<file path="src/rtl/pu_msp430_per_pkg.sv">
`default_nettype none
// ============================================================================
//  Module  : pu_msp430_per_pkg
//  Purpose : Shared types and widths for the peripheral-bus arbiter.
//            owner_t identifies which master owns a read return or lock.
//  Ports   : none (package)
//  Rev     : 1.0  initial release
// ============================================================================
package pu_msp430_per_pkg;

  typedef enum logic {
    OWN_M0 = 1'b0,
    OWN_M1 = 1'b1
  } owner_t;

  localparam int PER_AW    = 14;
  localparam int PER_DW    = 16;
  localparam int STARVE_CW = 4;

endpackage
`default_nettype wire

</file>
<file path="src/rtl/pu_msp430_per_arb_starve.sv">
`default_nettype none
// ============================================================================
//  Module  : pu_msp430_per_arb_starve
//  Purpose : Saturating count of consecutive M1 wins over a waiting M0.
//            starve_hit tells the grant logic to force M0 through.
//  Ports   : clk, rst      clock / async active-high reset
//            inc           M1 granted while M0 was requesting
//            clr           M0 granted or M0 not requesting
//            freeze        hold the count (bus locked)
//            starve_hit    count has reached STARVE_LIM
//  Rev     : 1.0  initial release
// ============================================================================
module pu_msp430_per_arb_starve
  import pu_msp430_per_pkg::*;
#(
  parameter int STARVE_LIM = 4
) (
  input  logic clk,
  input  logic rst,
  input  logic inc,
  input  logic clr,
  input  logic freeze,
  output logic starve_hit
);

  localparam logic [STARVE_CW-1:0] C_LIM = STARVE_CW'(STARVE_LIM);

  logic [STARVE_CW-1:0] r_cnt;

  always_ff @(posedge clk or posedge rst) begin
    if (rst) begin
      r_cnt <= '0;
    end else if (!freeze) begin
      if (clr) begin
        r_cnt <= '0;
      end else if (inc && (r_cnt != C_LIM)) begin
        r_cnt <= r_cnt + 1'b1;
      end
    end
  end

  assign starve_hit = (r_cnt == C_LIM);

endmodule
`default_nettype wire

</file>
<file path="src/rtl/pu_msp430_per_arb.sv">
`default_nettype none
// ============================================================================
//  Module  : pu_msp430_per_arb
//  Purpose : Two-master arbiter in front of the 16-bit peripheral bus.
//            Fixed priority M1 > M0 with bounded M0 starvation; read data
//            is registered and returned to the granting master next cycle.
//            Optional bus lock (macro PER_ARB_LOCK_EN) for atomic RMW.
//  Ports   : mclk, puc_rst                 clock / async active-high reset
//            mX_addr/din/en/we (X=0,1)     master requests
//            mX_lock                       lock request (PER_ARB_LOCK_EN only)
//            mX_gnt                        same-cycle grant
//            mX_dout/mX_dout_vld           read return, one cycle after grant
//            per_addr/din/en/we, per_dout  peripheral bus
//  Rev     : 1.0  initial release
// ============================================================================
module pu_msp430_per_arb
  import pu_msp430_per_pkg::*;
#(
  parameter int STARVE_LIM = 4
) (
  input  logic              mclk,
  input  logic              puc_rst,
  input  logic [PER_AW-1:0] m0_addr,
  input  logic [PER_DW-1:0] m0_din,
  input  logic              m0_en,
  input  logic [1:0]        m0_we,
`ifdef PER_ARB_LOCK_EN
  input  logic              m0_lock,
`endif
  output logic              m0_gnt,
  output logic [PER_DW-1:0] m0_dout,
  output logic              m0_dout_vld,
  input  logic [PER_AW-1:0] m1_addr,
  input  logic [PER_DW-1:0] m1_din,
  input  logic              m1_en,
  input  logic [1:0]        m1_we,
`ifdef PER_ARB_LOCK_EN
  input  logic              m1_lock,
`endif
  output logic              m1_gnt,
  output logic [PER_DW-1:0] m1_dout,
  output logic              m1_dout_vld,
  output logic [PER_AW-1:0] per_addr,
  output logic [PER_DW-1:0] per_din,
  output logic              per_en,
  output logic [1:0]        per_we,
  input  logic [PER_DW-1:0] per_dout
);

  logic              w_g0;
  logic              w_g1;
  logic              w_starve_hit;
  logic              w_lock_m0;
  logic              w_lock_m1;
  logic              w_freeze;
  logic              w_rd_gnt;

  logic              r_rd_pend;
  owner_t            r_rd_owner;
  logic [PER_DW-1:0] r_rd_data;

  // --------------------------------------------------------------------------
  // Optional lock: the owner keeps the bus until it issues an access with
  // lock=0. Only the owner can be granted, so release needs no owner compare.
  // --------------------------------------------------------------------------
`ifdef PER_ARB_LOCK_EN
  logic   r_lock_vld;
  owner_t r_lock_own;
  logic   w_gnt_lock;

  assign w_gnt_lock = w_g1 ? m1_lock : m0_lock;

  always_ff @(posedge mclk or posedge puc_rst) begin
    if (puc_rst) begin
      r_lock_vld <= 1'b0;
      r_lock_own <= OWN_M0;
    end else if (w_g0 || w_g1) begin
      if (!r_lock_vld && w_gnt_lock) begin
        r_lock_vld <= 1'b1;
        r_lock_own <= w_g1 ? OWN_M1 : OWN_M0;
      end else if (r_lock_vld && !w_gnt_lock) begin
        r_lock_vld <= 1'b0;
      end
    end
  end

  assign w_lock_m0 = r_lock_vld && (r_lock_own == OWN_M0);
  assign w_lock_m1 = r_lock_vld && (r_lock_own == OWN_M1);
  assign w_freeze  = r_lock_vld;
`else
  assign w_lock_m0 = 1'b0;
  assign w_lock_m1 = 1'b0;
  assign w_freeze  = 1'b0;
`endif

  // --------------------------------------------------------------------------
  // Grant. Without a lock this reduces to
  //   g1 = m1_en & ~(m0_en & starve_hit); g0 = m0_en & ~g1.
  // A lock held by M1 overrides starvation so M0 cannot break an RMW.
  // --------------------------------------------------------------------------
  assign w_g1 = m1_en && !w_lock_m0 && (w_lock_m1 || !(m0_en && w_starve_hit));
  assign w_g0 = m0_en && !w_g1 && !w_lock_m1;

  assign m0_gnt = w_g0;
  assign m1_gnt = w_g1;

  pu_msp430_per_arb_starve #(
    .STARVE_LIM (STARVE_LIM)
  ) u_starve (
    .clk        (mclk),
    .rst        (puc_rst),
    .inc        (w_g1 && m0_en),
    .clr        (w_g0 || !m0_en),
    .freeze     (w_freeze),
    .starve_hit (w_starve_hit)
  );

  // --------------------------------------------------------------------------
  // Peripheral bus mux; all fields zero when nothing is granted.
  // --------------------------------------------------------------------------
  always_comb begin
    per_addr = '0;
    per_din  = '0;
    per_we   = 2'b00;
    if (w_g1) begin
      per_addr = m1_addr;
      per_din  = m1_din;
      per_we   = m1_we;
    end else if (w_g0) begin
      per_addr = m0_addr;
      per_din  = m0_din;
      per_we   = m0_we;
    end
  end

  assign per_en = w_g0 || w_g1;

  // --------------------------------------------------------------------------
  // Read return. per_dout is valid in the grant cycle and captured at its
  // closing edge; a new read can be captured every cycle with no bubble.
  // --------------------------------------------------------------------------
  assign w_rd_gnt = per_en && (per_we == 2'b00);

  always_ff @(posedge mclk or posedge puc_rst) begin
    if (puc_rst) begin
      r_rd_pend  <= 1'b0;
      r_rd_owner <= OWN_M0;
      r_rd_data  <= '0;
    end else begin
      r_rd_pend <= w_rd_gnt;
      if (w_rd_gnt) begin
        r_rd_owner <= w_g1 ? OWN_M1 : OWN_M0;
        r_rd_data  <= per_dout;
      end
    end
  end

  assign m0_dout_vld = r_rd_pend && (r_rd_owner == OWN_M0);
  assign m1_dout_vld = r_rd_pend && (r_rd_owner == OWN_M1);
  assign m0_dout     = m0_dout_vld ? r_rd_data : '0;
  assign m1_dout     = m1_dout_vld ? r_rd_data : '0;

endmodule
`default_nettype wire
</file>
<file path="config.mk">
export PLATFORM = sky130hd
export DESIGN_NAME = pu_msp430_per_arb
export DESIGN_NICKNAME = d
export VERILOG_FILES = /design/src/rtl/pu_msp430_per_pkg.sv /design/src/rtl/pu_msp430_per_arb_starve.sv /design/src/rtl/pu_msp430_per_arb.sv
export SDC_FILE = /design/constraint.sdc
export NUM_CORES = 1
export LEC_CHECK = 0
export BUFFER_PORTS_ARGS = -buffer_cell sky130_fd_sc_hd__buf_2
export CORE_AREA = 2 2 75 77
export DETAILED_ROUTE_END_ITERATION = 8
export DIE_AREA = 0 0 77 79
export PLACE_DENSITY = 0.87
export SYNTH_ARGS = -nofsm -noshare
export SYNTH_HDL_FRONTEND = slang
export SYNTH_HIERARCHICAL = 1
export SYNTH_SLANG_ARGS = --single-unit
</file>
<file path="constraint.sdc">
create_clock -name mclk -period 2.41 [get_ports mclk]
set_clock_uncertainty 0.2 [all_clocks]
set_input_delay 0.3615 -clock mclk [delete_from_list [all_inputs] [get_ports mclk]]
set_output_delay 0.3615 -clock mclk [all_outputs]
set_load 0.01 [all_outputs]
</file>
==> results.json, run 1 <==
{
  "insertion_delay_ps": 250,
  "worstSetupStartpointType": "flip-flop",
  "worst-path-max-fanout": 8,
  "holdCritPathClass": "in2reg",
  "die_height_um": 79,
  "critical_path_arrival_ps": 1740,
  "grt_pass1_vias": 1876,
  "grt_pass1_wl_mm": 8.68,
  "clockPowerShare_pct": 18.7,
  "slew_violations": 0,
  "yosys.area.top_type_share_pct": 31.7,
  "synth_commonest_cells": "nand2_1, o21ai_0, dfrtp_1",
  "gpl_congestion": 0.845,
  "yosysUniqueCellTypes": 33,
  "drt-wirelength-per-cell_um": 12.5,
  "ys_async_sr_fraction_pct": 100,
  "cp-startpoint": "u_starve/r_cnt[0]$_DFFE_PP0P_",
  "aggregate_global_route_resource_usage_pct": 17.3,
  "power_report.internal_total_uw": 782,
  "dieArea_mm2": 0.00608,
  "achievable-frequency_mhz": 435,
  "hold_ws_ps": 136,
  "vias_per_cell": 4.63,
  "synth.top_cells.by_area": "dfrtp_1, nand2_1, o21ai_0",
  "timing.rr.start": "u_starve/r_cnt[0]$_DFFE_PP0P_",
  "fin_crit_sh_pct": 95.5,
  "outcome": "finished, final reports clean",
  "p_leak_uw": 0.00168,
  "core.rowCount": 27,
  "cts.clk_slew.worst_paths_ps": 70,
  "synthesis.yosys.warnings": 6,
  "largest_net_degree_at_the_start_of_global_routing": 32,
  "timing.final.hold_violations": 0,
  "syn_to_final_growth_pct": 63.3,
  "comb_power_share_pct": 40.1,
  "endpoint_kind": "primary output",
  "initial_core_util_pct": 32.5,
  "place.port_buffers": 152,
  "setup_viol": 0,
  "antennaDiodeCount": 0,
  "synthFlopType": "dfrtp_1",
  "path_class": "reg2out",
  "worst_ir_drop_vdd_v": 0.000224,
  "buffer_cell_driving_the_clock_tree_root": "clkbuf_8",
  "gr_ovfl_total": 0,
  "min-delay-start": "per_dout[7]",
  "max-clock-path-buffers": 2,
  "design.portCount": 153,
  "crit_required_ps": 1850,
  "antenna_found_initial": 0,
  "power.density_cell_area_mw_per_mm2": 399,
  "p_switching_uw": 350,
  "post_synthesis_cell_area_mm2": 0.00174,
  "fin_setup_tns_ps": 0,
  "drv_cap": 0,
  "wl_mm": 5.70,
  "drc": 0,
  "dr.pass1.iters": 4,
  "synthCells": 219,
  "final_worst_path_period_need_ps": 2300,
  "layout_cells_sized_above_1_pct": 53.3,
  "fillCellCount": 527,
  "dp.final_hpwl_mm": 4.21,
  "post_synth.cell_area_avg_um2": 7.93,
  "core_area_mm2": 0.00534,
  "unrepaired_setup_endpoints_after_global_routing": "no",
  "htree_levels": 1,
  "tritoncts_num_sinks": 22,
  "sequentialPowerShare_pct": 41.2,
  "switching_share_pct": 30.9,
  "post-layout-total-power_uw": 1130,
  "synthMostInstantiatedCell": "nand2_1",
  "post-synth-top-area-cell": "dfrtp_1",
  "relSlewSlack_pct": 57.1,
  "synth_seq_cells": 22,
  "ant_nets": 0,
  "drt_iter0_markers": 90,
  "tritoncts_clock_tree": "built",
  "die_width_um": 77,
  "layout.nets": 471,
  "synth-edff-count": 0,
  "vias": 2106,
  "ys_seq_area_share_pct": 31.7,
  "worst_slew_pin_slew_ps": 642,
  "cts_buffers": 3
}
layout make-up:
cell class              instances  area (µm²)  area share (%)
multi-input cells             178        1120            39.5
well taps                      72        90.1            3.18
repair buffers                172        1000            35.3
clock buffers                   3        41.3            1.46
flip-flops and latches         22         551            19.4
inverters                       8        32.5            1.15
kinds of logic (layout without fill, tap and decap cells):
family	after synthesis	count (layout)	synth area share [%]
flip-flops	22	22	31.7
buffers and inverters	23	183	6.34
AO/OA/AOI/OAI	45	45	16.7
multiplexers	16	16	12.3
adder cells (fa/ha/maj)	2	2	1.44
other	1	5	0.216
AND/OR/NAND/NOR	110	110	31.3
final timing paths:
kind	end	slack [ps]	cells past startpoint
setup reg to reg	r_rd_data[11]$_DFFE_PP0P_	190	10
min in group asynchronous	u_starve/r_cnt[0]$_DFFE_PP0P_	350	3
hold reg to reg	r_rd_data[3]$_DFFE_PP0P_	320	1
max in group asynchronous	r_rd_owner$_DFFE_PP0P_	1040	3
setup / recovery	per_addr[3]	110	10
hold / removal	r_rd_data[7]$_DFFE_PP0P_	140	2
per-layer routing:
metal / GRT usage, % / wire length, µm
met1: 21.1 / 2290
met2: 32.9 / 2990
met3: 2.05 / 395
met4: 3.75 / 30
met5: 0 / 0
placed cells by master, fill, tap and decap left out, drive strengths merged, types with 2 or more instances in the layout:
cell and instances:
a21oi 3, a22o 2, and2 20, and3 16, buf 169, clkbuf 5
conb 5, dfrtp 22, ha 2, inv 8, mux2 16, nand2 62
nand2b 2, nand4 2, nor2 4, o21ai 32
through the flow:
step	util, %	setup WS, ps	instances	area, µm²
finish	53.1	109	455	2840
global route	53.1	10.1	455	2840
CTS	51.1	26.5	447	2730
detailed placement	49.0	10.1	440	2620
global placement	49.0	102	440	2620
floorplan	-	124	223	1750
flip-flops by register name, indices dropped and copies added (netlist names):
register,count
r_rd_owner,1
r_rd_data,16
u_starve/r_cnt,4
r_rd_pend,1
worst max-delay path, cell delays in order (launching register included):
cell and delay, ps:
dfrtp_1 370, inv_2 60, ha_4 170, nand3b_4 80, inv_4 40, a21boi_4 160
buf_6 160, clkbuf_16 160, nand2_1 50, o21ai_0 70, buf_2 160
power groups by stage:
stage	combinational (µW)	sequential [µW]	clock [µW]
3_3_place_gp	406	468	0
2_1_floorplan	236	464	0
4_1_cts	433	466	219
3_5_place_dp	414	474	0
5_1_grt	500	475	239
6_report	454	466	212
what timing repair did:
item / CTS / global route
pin swaps: 2 / 1
gates resized for setup: 5 / 23
buffers inserted: 2 / 5
hold buffers: 1 / 0
setup endpoints to repair: 33 / 32
endpoints found under the hold margin: 4 / 0
gates cloned: 1 / 3
Power figures use the tool's default switching activity.
==> inputs of run 2 (changes only) <==
CORE_AREA = 2 2 77 79   (was 2 2 75 77)
DIE_AREA = 0 0 79 81   (was 0 0 77 79)
PLACE_DENSITY = 0.88   (was 0.87)
SYNTH_HIERARCHICAL = not set   (was 1)
==> results.json, run 2 <==
{
  "critical_path_arrival_ps": 1800,
  "path_class": "reg2out",
  "timing.rr.start": "u_starve.r_cnt[1]$_DFFE_PP0P_",
  "cp-startpoint": "u_starve.r_cnt[1]$_DFFE_PP0P_",
  "ant_nets": 0,
  "cts_hold_buffers": 0,
  "switching_share_pct": 34.2,
  "max-clock-path-buffers": 2,
  "worst_slew_pin_slew_ps": 830,
  "vias": 2717,
  "worstSetupStartpointType": "flip-flop",
  "aggregate_global_route_resource_usage_pct": 20.7,
  "holdCritPathClass": "in2async",
  "muxShareOfSynthArea_pct": 0,
  "power.density_cell_area_mw_per_mm2": 375,
  "synthCells": 273,
  "insertion_delay_ps": 250,
  "drt-wirelength-per-cell_um": 14.8,
  "power_report.internal_total_uw": 721,
  "antennaDiodeCount": 0,
  "buffer_cell_driving_the_clock_tree_root": "clkbuf_8",
  "drc": 0,
  "core_area_mm2": 0.00568,
  "p_leak_uw": 0.00157,
  "synth_nets": 359,
  "grt_pass1_wl_mm": 11.0,
  "comb_power_share_pct": 37.6,
  "tritoncts_num_sinks": 22,
  "synthesis.yosys.warnings": 0,
  "synthFlopType": "dfrtp_1",
  "ys_async_sr_fraction_pct": 100,
  "vias_per_cell": 5.53,
  "post_synth.cell_area_avg_um2": 7.15,
  "cts_buffers": 3,
  "synthXorXnorAreaFrac_pct": 0.898,
  "largest_reg_by_ff_count": "r_rd_data",
  "cts.clk_slew.worst_paths_ps": 80,
  "slew_violations": 0,
  "synth_seq_cells": 22,
  "final_worst_path_period_need_ps": 2360,
  "synth_adder_area_share_pct": 1.28,
  "outcome": "finished, final reports clean",
  "sequentialPowerShare_pct": 42.3,
  "gpl_congestion": 0.870,
  "relSlewSlack_pct": 44.6,
  "reg_to_reg_end": "r_rd_data[9]$_DFFE_PP0P_",
  "worst_ir_drop_vdd_v": 0.000269,
  "antenna_found_initial": 0,
  "wl_mm": 7.28,
  "dp.final_hpwl_mm": 5.51,
  "gr_ovfl_total": 0,
  "dr.pass1.iters": 7,
  "registers_with_the_most_flip_flops": "r_rd_data (16), u_starve.r_cnt (4)",
  "achievable-frequency_mhz": 423,
  "crit_required_ps": 1850,
  "post-synth-top-area-cell": "dfrtp_1",
  "unrepaired_setup_endpoints_after_global_routing": "no",
  "yosys.area.top_type_share_pct": 28.2,
  "core.rowCount": 28,
  "die_width_um": 79,
  "hold_ws_ps": 66.8,
  "place.port_buffers": 152,
  "design.portCount": 153,
  "syn_to_final_growth_pct": 49.6,
  "clockPowerShare_pct": 20.2,
  "setup_viol": 0,
  "timing.final.hold_violations": 0,
  "r2r_cells": 7,
  "htree_levels": 1,
  "ys_seq_area_share_pct": 28.2,
  "tritoncts_clock_tree": "built",
  "p_switching_uw": 375,
  "grt_pass1_vias": 2376,
  "synth_compound_gate_area_share_pct": 27.7,
  "largest_net_degree_at_the_start_of_global_routing": 38,
  "fin_crit_sh_pct": 98.0,
  "yosys.area_share.simple_pct": 34.6,
  "worst-r2r-setup-slack_ps": 320,
  "layout.nets": 504,
  "endpoint_kind": "primary output",
  "layout_commonest_cell": "buf_2",
  "die_height_um": 81,
  "most-common-layout-cells": "buf_2, nand3_1, o21ai_0",
  "worst-path-max-fanout": 18,
  "largest_family_of_logic_cells_by_synthesized_area": "simple AND/OR/NAND/NOR gates",
  "synth.top_cells.by_area": "dfrtp_1, nand3_1, o21ai_0",
  "yosysUniqueCellTypes": 26,
  "synth-edff-count": 0,
  "post_synthesis_cell_area_mm2": 0.00195,
  "worstSetupEndpoint": "per_din[7]",
  "drv_cap": 0,
  "largest_reg_flops": 16,
  "synth_commonest_cells": "nand3_1, o21ai_0, nand2_1",
  "synthMostInstantiatedCell": "nand3_1",
  "fin_setup_tns_ps": 0,
  "dieArea_mm2": 0.00640,
  "layout_cells_sized_above_1_pct": 43.5,
  "drt_iter0_markers": 208,
  "initial_core_util_pct": 34.4
}
## run 2: cell types whose count changed after synthesis, sizes merged, moves of 3 or more
| cell | delta |
|---|---|
| nand3 | +50 |
| nand2 | -29 |
| mux2 | -16 |
| o2111ai | +16 |
| o211ai | +16 |
| o21ai | +16 |
| clkbuf | +14 |
| inv | -4 |
| and2 | -3 |
| nor2 | +3 |
## run 2: how the worst min path moves through the flow
stage,to,slack (ps),cells past startpoint
detailed placement,u_starve.r_cnt[0]$_DFFE_PP0P_,290,1
global placement,u_starve.r_cnt[0]$_DFFE_PP0P_,270,1
global route,r_rd_data[13]$_DFFE_PP0P_,130,2
CTS,r_rd_data[1]$_DFFE_PP0P_,100,2
finish,r_rd_data[13]$_DFFE_PP0P_,70,2
floorplan,r_rd_data[0]$_DFFE_PP0P_,150,1
## run 2: what timing repair did
| action | in CTS | in global routing |
|---|---|---|
| setup buffers | 0 | 3 |
| pin swaps | 0 | 1 |
| endpoints found under the setup margin | 16 | 32 |
| gates resized for setup | 5 | 10 |
| cloned | 0 | 1 |
## run 2: final cells by class
type,count,area (µm²)
fillers,571,2760
multi-input cells,216,1280
repair buffers,170,938
flip-flops and latches,22,551
well taps,75,93.8
clock buffers,3,41.3
inverters,5,18.8
## run 2: through the flow
step | setup WS, ps | std cells | power [µW] | cell area, µm² | util [%]
detailed placement | 82.4 | 484 | 865 | 2800 | 49.4
finish | 48.6 | 491 | 1100 | 2920 | 51.4
global route | 8.63 | 491 | 1160 | 2920 | 51.4
floorplan | 226 | 273 | 664 | 1950 | -
global placement | 116 | 484 | 851 | 2800 | 49.4
CTS | 22.6 | 487 | 1080 | 2850 | 50.2
## run 2: worst max-delay path, stage by stage, from the launching register on
cell and delay, ps:
dfrtp_1 410, inv_1 70, ha_2 200, and4b_2 270, nor2_4 60, buf_12 140, o21ai_0 210, buf_2 170
## run 2: cell families (layout without fill, tap and decap cells)
family                   after synthesis  in the layout
AND/OR/NAND/NOR                      129            129
XOR/XNOR                               2              2
buffers and inverters                 35            178
AO/OA/AOI/OAI                         83             83
adder cells (fa/ha/maj)                2              2
flip-flops                            22             22
## run 2: metal layers
layer	GRT usage, %	routed length (µm)	up-vias
met5	0	0	-
met4	8.28	189	0
met3	1.44	633	18
met2	36.8	3550	190
met1	26.3	2910	1216
li1	-	-	1293
## run 2: power groups by stage
stage / combinational (µW) / sequential, µW / clock (µW)
after floorplan: 211 / 454 / 0
after CTS: 399 / 462 / 224
after detailed placement: 396 / 469 / 0
after global placement: 387 / 464 / 0
after global routing: 456 / 472 / 235
final: 412 / 463 / 221
==> inputs of run 3 (changes only) <==
ABC_AREA = 1   (was not set)
CORE_AREA = 2 2 72 74   (was 2 2 77 79)
DIE_AREA = 0 0 74 76   (was 0 0 79 81)
PLACE_DENSITY = 0.86   (was 0.88)
SLEW_MARGIN = 25   (was not set)
==> results.json, run 3 <==
{
  "design.portCount": 153,
  "switching_share_pct": 32.1,
  "synth_commonest_cells": "nand2_1, nor2_1, a22o_1",
  "relSlewSlack_pct": 44.3,
  "ys_seq_area_share_pct": 37.0,
  "synth_seq_cells": 22,
  "timing.final.hold_violations": 0,
  "drt-wirelength-per-cell_um": 12.7,
  "layout_cells_sized_above_1_pct": 49.9,
  "synthMostInstantiatedCell": "nand2_1",
  "p_leak_uw": 0.00153,
  "top_layer": "met4",
  "synthesis.yosys.warnings": 0,
  "holdCritPathClass": "in2async",
  "worst-path-max-fanout": 15,
  "layout_commonest_cell": "buf_2",
  "cts.clk_slew.worst_paths_ps": 80,
  "vias_per_cell": 4.55,
  "core_area_mm2": 0.00491,
  "max-clock-path-buffers": 2,
  "worst_slew_pin_slew_ps": 835,
  "antenna_found_initial": 0,
  "synth.top_cells.by_area": "dfrtp_1, a22o_1, nand2_1",
  "critical_path_arrival_ps": 1740,
  "critical_path.max_stage_delay_ps": 370,
  "tritoncts_clock_tree": "built",
  "wl_met1_mm": 1.89,
  "worst_ir_drop_vdd_v": 0.000210,
  "clockPowerShare_pct": 27.5,
  "buffer_cell_driving_the_clock_tree_root": "clkbuf_8",
  "sequentialPowerShare_pct": 36.9,
  "die_height_um": 76,
  "dr.pass1.iters": 4,
  "gpl_congestion": 0.807,
  "layout.nets": 438,
  "crit_chain": "inv_1, ha_1, nand2_1, inv_1, nand2_2, nand2_4, nand2_2, inv_2, clkbuf_16, a22o_1, buf_2",
  "drv_cap": 0,
  "place_area_mm2": 0.00232,
  "synth-edff-count": 0,
  "cp-startpoint": "u_starve.r_cnt[0]$_DFFE_PP0P_",
  "place.port_buffers": 152,
  "die_width_um": 74,
  "dp.final_hpwl_mm": 4.35,
  "setup_viol": 0,
  "drc": 0,
  "fillCellCount": 474,
  "core.rowCount": 26,
  "registers_with_the_most_flip_flops": "r_rd_data (16), u_starve.r_cnt (4)",
  "initial_core_util_pct": 30.3,
  "syn_to_final_growth_pct": 63.8,
  "largest_reg_flops": 16,
  "critical-path-slowest-cell": "dfrtp_1",
  "power_report.internal_total_uw": 836,
  "grt_pass1_wl_mm": 8.20,
  "endpoint_kind": "primary output",
  "drt_iter0_markers": 80,
  "outcome": "finished, final reports clean",
  "slew_violations": 0,
  "yosys.area.top_type_share_pct": 37.0,
  "final_worst_path_period_need_ps": 2300,
  "wl_mm": 5.36,
  "achievable-frequency_mhz": 435,
  "yosysUniqueCellTypes": 18,
  "fin_crit_sh_pct": 95.4,
  "tritoncts_num_sinks": 22,
  "insertion_delay_ps": 260,
  "timing.rr.start": "u_starve.r_cnt[0]$_DFFE_PP0P_",
  "met3RoutedLength_um": 432,
  "dieArea_mm2": 0.00562,
  "largest_reg_by_ff_count": "r_rd_data",
  "antennaDiodeCount": 0,
  "grt_pass1_vias": 1843,
  "p_switching_uw": 395,
  "post-synth-top-area-cell": "dfrtp_1",
  "largest_net_degree_at_the_start_of_global_routing": 32,
  "vias": 1914,
  "gr_ovfl_total": 0,
  "power.density_cell_area_mw_per_mm2": 505,
  "synthCells": 200,
  "htree_levels": 1,
  "synth_nets": 286,
  "crit_required_ps": 1850,
  "ys_async_sr_fraction_pct": 100,
  "worstSetupStartpointType": "flip-flop",
  "post_synthesis_cell_area_mm2": 0.00149,
  "fin_setup_tns_ps": 0,
  "most-common-layout-cells": "buf_2, nand2_1, nor2_1",
  "r2r_cells": 14,
  "cts_buffers": 3,
  "aggregate_global_route_resource_usage_pct": 18.4,
  "unrepaired_setup_endpoints_after_global_routing": "no",
  "synthFlopType": "dfrtp_1",
  "comb_power_share_pct": 35.6,
  "finalInstanceArea_mm2": 0.00244,
  "met2RoutedLength_mm": 2.92,
  "path_class": "reg2out",
  "ant_nets": 0,
  "post_synth.cell_area_avg_um2": 7.44
}
## run 3: cell types whose count changed after synthesis, sizes merged, moves of 16 or more
cell	previous run	this run
and2	17	0
nand3	50	20
inv	4	28
nor2	7	39
and3	17	0
clkbuf	25	4
o2111ai	16	0
o21ai	48	0
o211ai	16	0
a22o	0	30
## run 3: metrics by stage
step                power (µW)  utilization, %  instances  hold slack [ps]  setup slack [ps]
floorplan                  699               -        200              151               441
global placement           880            47.2        415              256               342
detailed placement         894            47.2        415              261               240
CTS                       1230            48.7        419             83.7              57.6
global route              1310            49.6        421              119              3.90
finish                    1230            49.6        421             55.0               110
## run 3: power groups by stage
stage / registers (µW) / clock network, µW / logic [µW]
after floorplan: 451 / 0 / 248
after global placement: 461 / 0 / 419
after detailed placement: 462 / 0 / 432
after CTS: 454 / 347 / 433
after global routing: 461 / 364 / 490
final: 454 / 339 / 438
## run 3: cell families after synthesis
family / synth area share [%]
AO/OA/AOI/OAI: 17.7
adder cells (fa/ha/maj): 1.68
flip-flops: 37.0
XOR/XNOR: 1.18
AND/OR/NAND/NOR: 31.5
buffers and inverters: 11.0
## run 3: worst paths after layout
check / endpoint / slack, ps
max: per_addr[11] / 110
min: u_starve.r_cnt[2]$_DFFE_PP0P_ / 60
max reg2reg: r_rd_data[14]$_DFFE_PP0P_ / 280
min reg2reg: r_rd_data[9]$_DFFE_PP0P_ / 280
max in group asynchronous: r_rd_data[0]$_DFFE_PP0P_ / 1440
min in group mclk: r_rd_data[15]$_DFFE_PP0P_ / 130
## run 3: critical path: cells and delay by family (launching register included)
kind,cells,cell delay (ps)
buffers and inverters,5,460
DFF,1,370
and+or+nand+nor,4,270
adders and majority gates,1,190
AOI/OAI and AO/OA,1,180
## run 3: what timing repair did
item                                    CTS  global route
hold endpoints to repair                  0             0
buffers inserted                          0             1
hold buffers                              0             0
gates resized for setup                   0             5
endpoints found under the setup margin    0            31
## run 3: metal layers
metal	GRT usage, %	vias up
li1	-	949
met4	6.55	0
met5	0	-
met1	19.1	864
met2	35.2	95
met3	3.70	6
## run 3: area by class of cell
cell class	count	area (µm²)	share of cell area (%)
Multi-Input combinational cell	139	778	31.9
Inverter	28	105	4.31
Sequential cell	22	551	22.6
Clock inverter	1	30.0	1.23
Tap cell	70	87.6	3.60
Clock buffer	3	41.3	1.69
Timing Repair Buffer	158	843	34.6
